`src/rtl/coef_rle_packer.sv`:
```
// Zero-run-length packer for lifting-stage coefficients, feeding a 4-entry token FIFO.
// Optional statistics outputs are built when RLE_STATS_EN is defined.
module coef_rle_packer #(
    parameter int QSHIFT = 2
) (
    input  logic        clk,
    input  logic        rst,
    input  logic        in_valid,
    output logic        in_ready,
    input  logic [7:0]  in_coef,
    input  logic        in_is_h,
    input  logic        in_last,
    output logic        out_valid,
    input  logic        out_ready,
    output logic [15:0] out_data
`ifdef RLE_STATS_EN
    ,
    output logic [15:0] tok_count,
    output logic [15:0] zero_count
`endif
);

    typedef enum logic {S_IDLE, S_RUN} state_t;

    state_t           state, nxt_state;
    logic [7:0]       run_cnt, nxt_cnt;
    logic [15:0]      mem [4];
    logic [1:0]       rd_ptr, wr_ptr;
    logic [2:0]       fill;
    logic [2:0][15:0] tok;
    logic [1:0]       n_tok;
    logic             push, pop, h_zero;
    logic [8:0]       mag, qmag;
    logic [7:0]       q;

    assign pop       = out_valid & out_ready;
    assign push      = in_valid & in_ready;
    assign out_valid = (fill != 3'd0);
    assign out_data  = out_valid ? mem[rd_ptr] : 16'h0000;
    // A coefficient can emit up to 3 tokens, so accept only with 3 slots free after this pop.
    assign in_ready  = ((fill - {2'b00, pop}) <= 3'd1);

    // Magnitude kept in 9 bits so that -128 quantizes as +128 >> QSHIFT.
    always_comb begin
        mag  = in_coef[7] ? (9'd256 - {1'b0, in_coef}) : {1'b0, in_coef};
        qmag = mag >> QSHIFT;
        q    = in_coef[7] ? (8'd0 - qmag[7:0]) : qmag[7:0];
    end

    assign h_zero = in_is_h && (q == 8'd0);

    always_comb begin
        tok       = '0;
        n_tok     = 2'd0;
        nxt_cnt   = run_cnt;
        nxt_state = state;
        if (h_zero) begin
            if (state == S_RUN && run_cnt == 8'd254) begin
                tok[0]  = 16'h80FF;
                n_tok   = 2'd1;
                nxt_cnt = 8'd0;
            end else begin
                nxt_cnt = run_cnt + 8'd1;
            end
        end else begin
            if (state == S_RUN) begin
                tok[n_tok] = {2'b10, 6'd0, run_cnt};
                n_tok      = n_tok + 2'd1;
            end
            tok[n_tok] = in_is_h ? {2'b01, 6'd0, q} : {2'b00, 6'd0, in_coef};
            n_tok      = n_tok + 2'd1;
            nxt_cnt    = 8'd0;
        end
        if (in_last) begin
            if (nxt_cnt != 8'd0) begin
                tok[n_tok] = {2'b10, 6'd0, nxt_cnt};
                n_tok      = n_tok + 2'd1;
            end
            tok[n_tok] = 16'hC000;
            n_tok      = n_tok + 2'd1;
            nxt_cnt    = 8'd0;
        end
        nxt_state = (nxt_cnt != 8'd0) ? S_RUN : S_IDLE;
    end

    always_ff @(posedge clk or posedge rst) begin
        if (rst) begin
            state   <= S_IDLE;
            run_cnt <= 8'd0;
            rd_ptr  <= 2'd0;
            wr_ptr  <= 2'd0;
            fill    <= 3'd0;
            for (int i = 0; i < 4; i++) mem[i] <= 16'h0000;
        end else begin
            if (push) begin
                for (int i = 0; i < 3; i++)
                    if (2'(i) < n_tok) mem[wr_ptr + 2'(i)] <= tok[i];
                wr_ptr  <= wr_ptr + n_tok;
                state   <= nxt_state;
                run_cnt <= nxt_cnt;
            end
            if (pop) rd_ptr <= rd_ptr + 2'd1;
            fill <= fill + (push ? {1'b0, n_tok} : 3'd0) - {2'b00, pop};
        end
    end

`ifdef RLE_STATS_EN
    always_ff @(posedge clk or posedge rst) begin
        if (rst) begin
            tok_count  <= 16'd0;
            zero_count <= 16'd0;
        end else begin
            if (pop && tok_count != 16'hFFFF) tok_count <= tok_count + 16'd1;
            if (push && h_zero && zero_count != 16'hFFFF) zero_count <= zero_count + 16'd1;
        end
    end
`endif

endmodule
```
`config.mk`:
```
export PLATFORM = sky130hd
export DESIGN_NAME = coef_rle_packer
export DESIGN_NICKNAME = d
export VERILOG_FILES = /design/src/rtl/coef_rle_packer.sv
export SDC_FILE = /design/constraint.sdc
export NUM_CORES = 1
export LEC_CHECK = 0
export ABC_CLOCK_PERIOD_IN_PS = 11080
export BUFFER_PORTS_ARGS = -buffer_cell sky130_fd_sc_hd__clkbuf_2
export CAP_MARGIN = 25
export CELL_PAD_IN_SITES_DETAIL_PLACEMENT = 1
export CELL_PAD_IN_SITES_GLOBAL_PLACEMENT = 2
export CORE_MARGIN = 10
export CORE_UTILIZATION = 42
export DETAILED_ROUTE_END_ITERATION = 10
export PLACE_DENSITY = 0.87
export SYNTH_ARGS = -nofsm -noshare
export SYNTH_HDL_FRONTEND = slang
export SYNTH_SLANG_ARGS = --single-unit
```
`constraint.sdc`:
```
create_clock -name clk -period 11.08 [get_ports clk]
set_input_delay 2.77 -clock clk [delete_from_list [all_inputs] [get_ports clk]]
set_output_delay 2.77 -clock clk [all_outputs]
set_load 0.1 [all_outputs]
```
==> flow_summary.yaml, run 1 <==
logic_synthesis:
  seq_area_frac_synth: 0.3754
  ys_types: 61
  synth_cells: 567
  yosysWarnings: 0
  synth_edf_count: 0
  avgSynthCellArea_um2: 9.405
  ys_seq_elements: 80
  netlist_area_um2: 5333
  syn-num-nets: 596
  synth-main-ff-cell: "dfrtp_1"
  ys_async_sr_fraction: 1.000
floorplan:
  io_pins: 32
  die_x_um: 132.7
  dieArea_um2: 17600
  die_h_um: 132.7
  core_um2: 12520
  rows: 41
  initial_utilization: 0.4260
sta:
  worst_slew_pin_slew_ns: 1.094
  period_minus_slack_ns: 7.738
  slew_violations: 0
  hold_violations: 0
  timing.hold.ws_ns: 0.4832
  rsz0062_at_grt: "false"
  slew_headroom: 0.2648
  fin_setup_tns_ns: 0
  clock-skew-final_ns: 0.005357
  min_period_over_period: 0.6984
  max_freq_mhz: 129.2
  setup_viol: 0
clock_network:
  clock_path_buffers: 2
  cts_buffers: 9
  clk_pin_slew_ns: 0.07
  cts_tree: "yes"
  cts_root_buffer: "clkbuf_16"
  post-cts-setup-buffers: 0
  cts.htree.levels: 3
  ctsHoldBuffers: 0
  cts.repair.resized: 0
  cts.sinks: 80
  insertion_delay_ns: 0.35
drt:
  drc: 0
  via_count: 4667
  firstDrtPassIters: 5
  vias_per_cell: 6.141
  first_iter_violations: 271
  wl_per_cell_um: 23.04
  drtAntennaViolNets: 0
  finalWirelength_um: 17510
min_path:
  min_from: "mem[27]"
  min_to: "mem[27]"
  worstHoldPathType: "register to register"
  hold_path_depth: 1
worst_setup_path:
  critPathKind: "primary input to register"
  required_ns: 11.34
  crit_buf_inv: 1
  r2r_start: "run_cnt[0]"
  cp_data_arrival_time_ns: 8.00
  critPathLaunchType: "primary input"
  worst_setup_path_end_kind: "register"
  cp_top_family: "adder cells"
  rr_endpoint: "fill[2]"
  cp_max_fo: 11
  path_cells: "clkbuf_2, o31ai_1, xor2_1, ha_1, nand2_1, mux2i_1, xor2_1, or3_1, nand2_1, fa_1, mux2i_1, a31oi_1, nand2_1, ha_1, fa_1, xor2_1, xnor2_1"
  reg2reg_setup_slack_ns: 6.53
  critPathMaxStageDelay_ns: 0.67
  critPathSlowestCell: "xor2_1"
  r2r_cells: 15
layout:
  area_growth_pct: 10.61
  fin_nets: 612
  final_common_cell: "dfrtp_1"
  diodes: 0
  final_cell_mix: "dfrtp_1, nand2_1, and2_1, o21ai_0, clkbuf_2"
  drive_above_1_share: 0.1497
  nFillCells: 1460
grt:
  grt_usage: 0.1997
  grt_antenna_before_repair: 0
  grt_pass1_wl_um: 28390
  grt_pass1_vias: 5025
  grt_max_degree: 69
  grt-ovfl-total: 0
job:
  max_cap_violations: 0
status:
  status: "complete, no violations"
power_and_ir_drop:
  leakage_nw: 2.481
  p_total_mw: 1.557
  ir_drop_uv: 160.1
  power.density_nw_per_um2: 263.9
place:
  port_buffers: 31
  gp_congestion: 0.9142
  place_hpwl_um: 12700
[flip-flops by register name, summed over array words and instances (netlist names)]
signal	cells
fill	3
mem	64
rd_ptr	2
run_cnt	8
wr_ptr	2
state	1
[how the worst max path moves through the flow]
| stage | from | endpoint | slack, ns | depth (start not counted) |
|---|---|---|---|---|
| after CTS | in_coef[2] | fill[2] | 3.40 | 17 |
| after detailed placement | in_coef[2] | fill[2] | 3.07 | 17 |
| after global placement | in_coef[7] | fill[2] | 3.50 | 17 |
| after global routing | in_coef[2] | fill[2] | 2.98 | 18 |
| final | in_coef[2] | fill[2] | 3.34 | 17 |
| after floorplan | out_ready | in_ready | 4.09 | 5 |
[layer usage]
metal / up-vias / global-route usage / wire, um / share of wire
met2: 168 / 0.3123 / 8192 / 0.47
met3: 35 / 0.05715 / 1050 / 0.060
met4: 0 / 0.06357 / 364 / 0.021
met1: 2333 / 0.2602 / 7901 / 0.45
met5: - / 0 / 0 / 0
li1: 2131 / - / - / -
[kinds of logic (layout without fill, tap and decap cells)]
family | after synthesis | after routing | synth area share
AND/OR/NAND/NOR | 218 | 218 | 0.2098
AO/OA/AOI/OAI | 152 | 152 | 0.2079
flip-flops | 80 | 80 | 0.3754
buffers and inverters | 50 | 71 | 0.03754
multiplexers | 33 | 33 | 0.1002
XOR/XNOR | 19 | 19 | 0.03121
adder cells (fa/ha/maj) | 15 | 15 | 0.03801
[cells in the mapped netlist (3+ instances only)]
master / number / area share
a31oi_1: 6 / 0.0070
and2_1: 42 / 0.049
nor4_1: 3 / 0.0035
a211oi_1: 6 / 0.0084
nand2_1: 67 / 0.047
o22a_1: 3 / 0.0049
nand3_1: 20 / 0.019
a221o_1: 10 / 0.019
o31ai_1: 5 / 0.0070
o211ai_1: 10 / 0.014
mux4_2: 16 / 0.068
clkbuf_1: 25 / 0.018
and3_1: 8 / 0.0094
a21oi_1: 22 / 0.021
xnor2_1: 8 / 0.013
dfrtp_1: 80 / 0.38
mux2_2: 3 / 0.0063
mux2i_1: 14 / 0.026
o311ai_2: 3 / 0.0092
o221ai_1: 16 / 0.026
nor2_1: 31 / 0.022
a311o_1: 6 / 0.011
nand2b_1: 10 / 0.012
buf_2: 4 / 0.0038
a311oi_1: 3 / 0.0049
nor3_1: 9 / 0.0084
nor2b_1: 11 / 0.013
o22ai_1: 4 / 0.0047
ha_1: 13 / 0.031
o21ai_0: 38 / 0.036
o21bai_1: 3 / 0.0042
inv_1: 17 / 0.012
xor2_1: 11 / 0.018
[per-stage QoR]
stage | std cells | utilization | cell area [um^2] | setup WS, ns
2_1_floorplan | 567 | - | 5333 | 4.089
3_3_place_gp | 742 | 0.4475 | 5602 | 3.497
3_5_place_dp | 742 | 0.4475 | 5602 | 3.070
4_1_cts | 758 | 0.4704 | 5888 | 3.400
5_1_grt | 760 | 0.4712 | 5898 | 2.975
6_report | 760 | 0.4712 | 5898 | 3.342
[where the power goes]
part	total, mW	leakage [nW]	internal (mW)	switching, mW
combinational	0.824	1.30	0.244	0.581
sequential	0.439	1.05	0.368	0.0712
clock	0.294	0.135	0.156	0.137
total	1.56	2.48	0.767	0.789
[worst register-to-register path, delay by kind of cell (launching register included)]
kind / cells / cell delay (ns)
mux: 1 / 0.19
flops: 1 / 0.52
fa+ha+maj: 4 / 1.62
simple gates: 4 / 0.79
compound gates: 2 / 0.74
buf+inv: 2 / 0.23
xor+xnor: 2 / 0.37
[layout make-up]
cell class                      instances  area, um^2  area share
Multi-Input combinational cell        437        3131      0.5308
Sequential cell                        80        2002      0.3394
Clock buffer                            9       225.2     0.03818
Tap cell                              172       215.2     0.03649
Timing Repair Buffer                   37       195.2     0.03309
Inverter                               18       68.82     0.01167
Clock inverter                          7       61.31     0.01039
(Power assumes the default switching activity.)
==> run 2, diff against run 1 <==
==> config.mk (replaced) <==
export PLATFORM = sky130hd
export DESIGN_NAME = coef_rle_packer
export DESIGN_NICKNAME = d
export VERILOG_FILES = /design/src/rtl/coef_rle_packer.sv
export SDC_FILE = /design/constraint.sdc
export NUM_CORES = 1
export LEC_CHECK = 0
export ABC_CLOCK_PERIOD_IN_PS = 6900
export BUFFER_PORTS_ARGS = -buffer_cell sky130_fd_sc_hd__clkbuf_2
export CAP_MARGIN = 25
export CELL_PAD_IN_SITES_DETAIL_PLACEMENT = 1
export CELL_PAD_IN_SITES_GLOBAL_PLACEMENT = 2
export CORE_MARGIN = 10
export CORE_UTILIZATION = 36
export DETAILED_ROUTE_END_ITERATION = 10
export PLACE_DENSITY = 0.79
export SYNTH_ARGS = -nofsm -noshare
export SYNTH_HDL_FRONTEND = slang
export SYNTH_SLANG_ARGS = --single-unit
==> constraint.sdc (replaced) <==
create_clock -name clk -period 6.9 [get_ports clk]
set_input_delay 1.725 -clock clk [delete_from_list [all_inputs] [get_ports clk]]
set_output_delay 1.725 -clock clk [all_outputs]
set_load 0.1 [all_outputs]
==> run 2 against run 1 <==
Net effect:
- non-clock buffer count increased by 12
- sequential power increased by 61%
- final cell count increased by 3.2%
- register-to-register slack got worse by 3.9 ns
- highest routed layer unchanged
- critical path type unchanged
- largest cell class unchanged
- flip-flop and latch count unchanged
- worst hold slack got worse by 0.0010 ns
- global-route usage decreased by 1.7 points
- via count increased by 3.0%
==> flow_summary.yaml, run 2 (synthesized netlist as in run 1, its figures left out) <==
status:
  status: "complete, no violations"
power_and_ir_drop:
  swShare: 0.4907
  p_clk_frac: 0.210
  p_sw_mw: 1.267
  cellInternalPower_mw: 1.315
  leakage_nw: 2.572
  p_total_mw: 2.582
  ir_drop_uv: 217.9
  seq_power_share: 0.274
  p_comb_frac: 0.516
  power.density_nw_per_um2: 425.4
sta:
  hold_violations: 0
  slew_violations: 0
  fin_setup_tns_ns: 0
  rsz0062_at_grt: "false"
  setup_viol: 0
  clock-skew-final_ns: 0.01029
  slew_headroom: 0.3504
  worst_slew_pin_slew_ns: 0.9721
  period_minus_slack_ns: 6.258
  max_freq_mhz: 159.8
  min_period_over_period: 0.9070
layout:
  nFillCells: 1716
  top_regs: "mem x64, run_cnt x8, fill x3"
  largest_register_ffs: 64
  largest-register: "mem"
  fin_nets: 624
  area_growth_pct: 13.80
  diodes: 0
  multi_input_area_um2: 3131
  final_common_cell: "dfrtp_1"
  final_cell_mix: "dfrtp_1, nand2_1, and2_1, o21ai_0"
  drive_above_1_share: 0.1667
  seq_area_um2: 2002
place:
  place_hpwl_um: 13240
  port_buffers: 31
  gp_congestion: 0.9558
worst_setup_path:
  r2r_start: "run_cnt[0]"
  crit_buf_inv: 3
  critPathSlowestCell: "xor2_1"
  rr_endpoint: "mem[35]"
  r2r_cells: 13
  path_cells: "clkbuf_2, o31ai_1, xor2_1, ha_1, nand2_1, mux2i_1, xor2_1, o21ai_1, nand2_1, inv_1, ha_1, inv_1, nor3_1, a31o_2, nand2b_1, a21oi_1, o221ai_1"
  cp_max_fo: 16
  cp_num_cells: 17
  reg2reg_setup_slack_ns: 2.63
  cp_data_arrival_time_ns: 6.45
  cp-endpoint: "mem[35]"
  critPathMaxStageDelay_ns: 0.66
  critPathKind: "primary input to register"
  critical_path.startpoint: "in_coef[2]"
  cp_top_family: "compound AO/OA/AOI/OAI gates"
  required_ns: 7.09
  worst_setup_path_end_kind: "register"
  critPathLaunchType: "primary input"
drt:
  firstDrtPassIters: 5
  wl_per_cell_um: 22.85
  vias_per_cell: 6.129
  drc: 0
  via_count: 4805
  finalWirelength_um: 17920
  drtAntennaViolNets: 0
  first_iter_violations: 300
floorplan:
  die_h_um: 141.7
  core_um2: 14530
  die_x_um: 141.7
  rows: 44
  dieArea_um2: 20080
  initial_utilization: 0.3669
  io_pins: 32
grt:
  grt-ovfl-total: 0
  grt_antenna_before_repair: 0
  grt_max_degree: 81
  grt_pass1_wl_um: 28860
  grt_usage: 0.1823
  grt_pass1_vias: 4928
clock_network:
  cts.htree.levels: 3
  clock_path_buffers: 2
  cts.repair.resized: 0
  ctsHoldBuffers: 0
  post-cts-setup-buffers: 0
  insertion_delay_ns: 0.35
  cts.sinks: 80
  cts_buffers: 9
  clk_pin_slew_ns: 0.07
  cts_root_buffer: "clkbuf_16"
  cts_tree: "yes"
job:
  max_cap_violations: 0
min_path:
  worstHoldPathType: "register to register"
[run 2: cell count changes in the layout (fill, tap and decap cells not counted), sizes merged]
cell      before  now
buf            4   18
clkinvlp       2    1
bufinv         0    2
clkbuf        42   40
inv           21   20
[run 2: how the worst min path moves through the flow]
stage             from  cells past startpoint  endpoint
2_1_floorplan  mem[24]                      1   mem[24]
3_3_place_gp   mem[59]                      1   mem[59]
3_5_place_dp   mem[44]                      1   mem[44]
4_1_cts        mem[57]                      1   mem[57]
5_1_grt        mem[58]                      1   mem[58]
6_report       mem[57]                      1   mem[57]
[run 2: layout make-up]
type                            count  area share
Clock buffer                        9     0.03711
Clock inverter                      7     0.01670
Inverter                           18     0.01134
Multi-Input combinational cell    437      0.5159
Sequential cell                    80      0.3299
Tap cell                          184     0.03794
Timing Repair Buffer               49     0.05113
[run 2: per-layer routing]
metal  up-vias  GRT usage  share of wire
li1       2152          -              -
met1      2493     0.2426           0.45
met2       134     0.2867           0.47
met3        26    0.03304          0.050
met4         0    0.07101          0.027
met5         -          0              0
[run 2: worst reg2reg max path, delay by kind of cell, from the launching register on]
family | cells | cell delay [ns]
AO/OA/AOI/OAI | 4 | 1.50
AND/OR/NAND/NOR | 5 | 1.03
adder cells (fa/ha/maj) | 2 | 0.83
flip-flops | 1 | 0.54
buffers and inverters | 2 | 0.20
[run 2: power by group through the flow]
stage          clock network [mW]  registers [mW]  logic [mW]
2_1_floorplan                   0           0.640        1.07
3_3_place_gp                    0           0.708        1.31
3_5_place_dp                    0           0.715        1.33
4_1_cts                     0.554           0.707        1.34
5_1_grt                     0.579           0.723        1.43
6_report                    0.542           0.708        1.33
[run 2: stage by stage]
step	setup WS, ns	utilization	area, um^2	cells	hold WS, ns
6_report	0.6418	0.4175	6068	784	0.4822
5_1_grt	0.3485	0.4175	6068	784	0.5075
4_1_cts	0.7498	0.4156	6041	783	0.4886
3_5_place_dp	0.3897	0.3932	5714	767	0.4708
3_3_place_gp	0.5486	0.3932	5714	767	0.4641
2_1_floorplan	0.9862	-	5333	567	0.4477
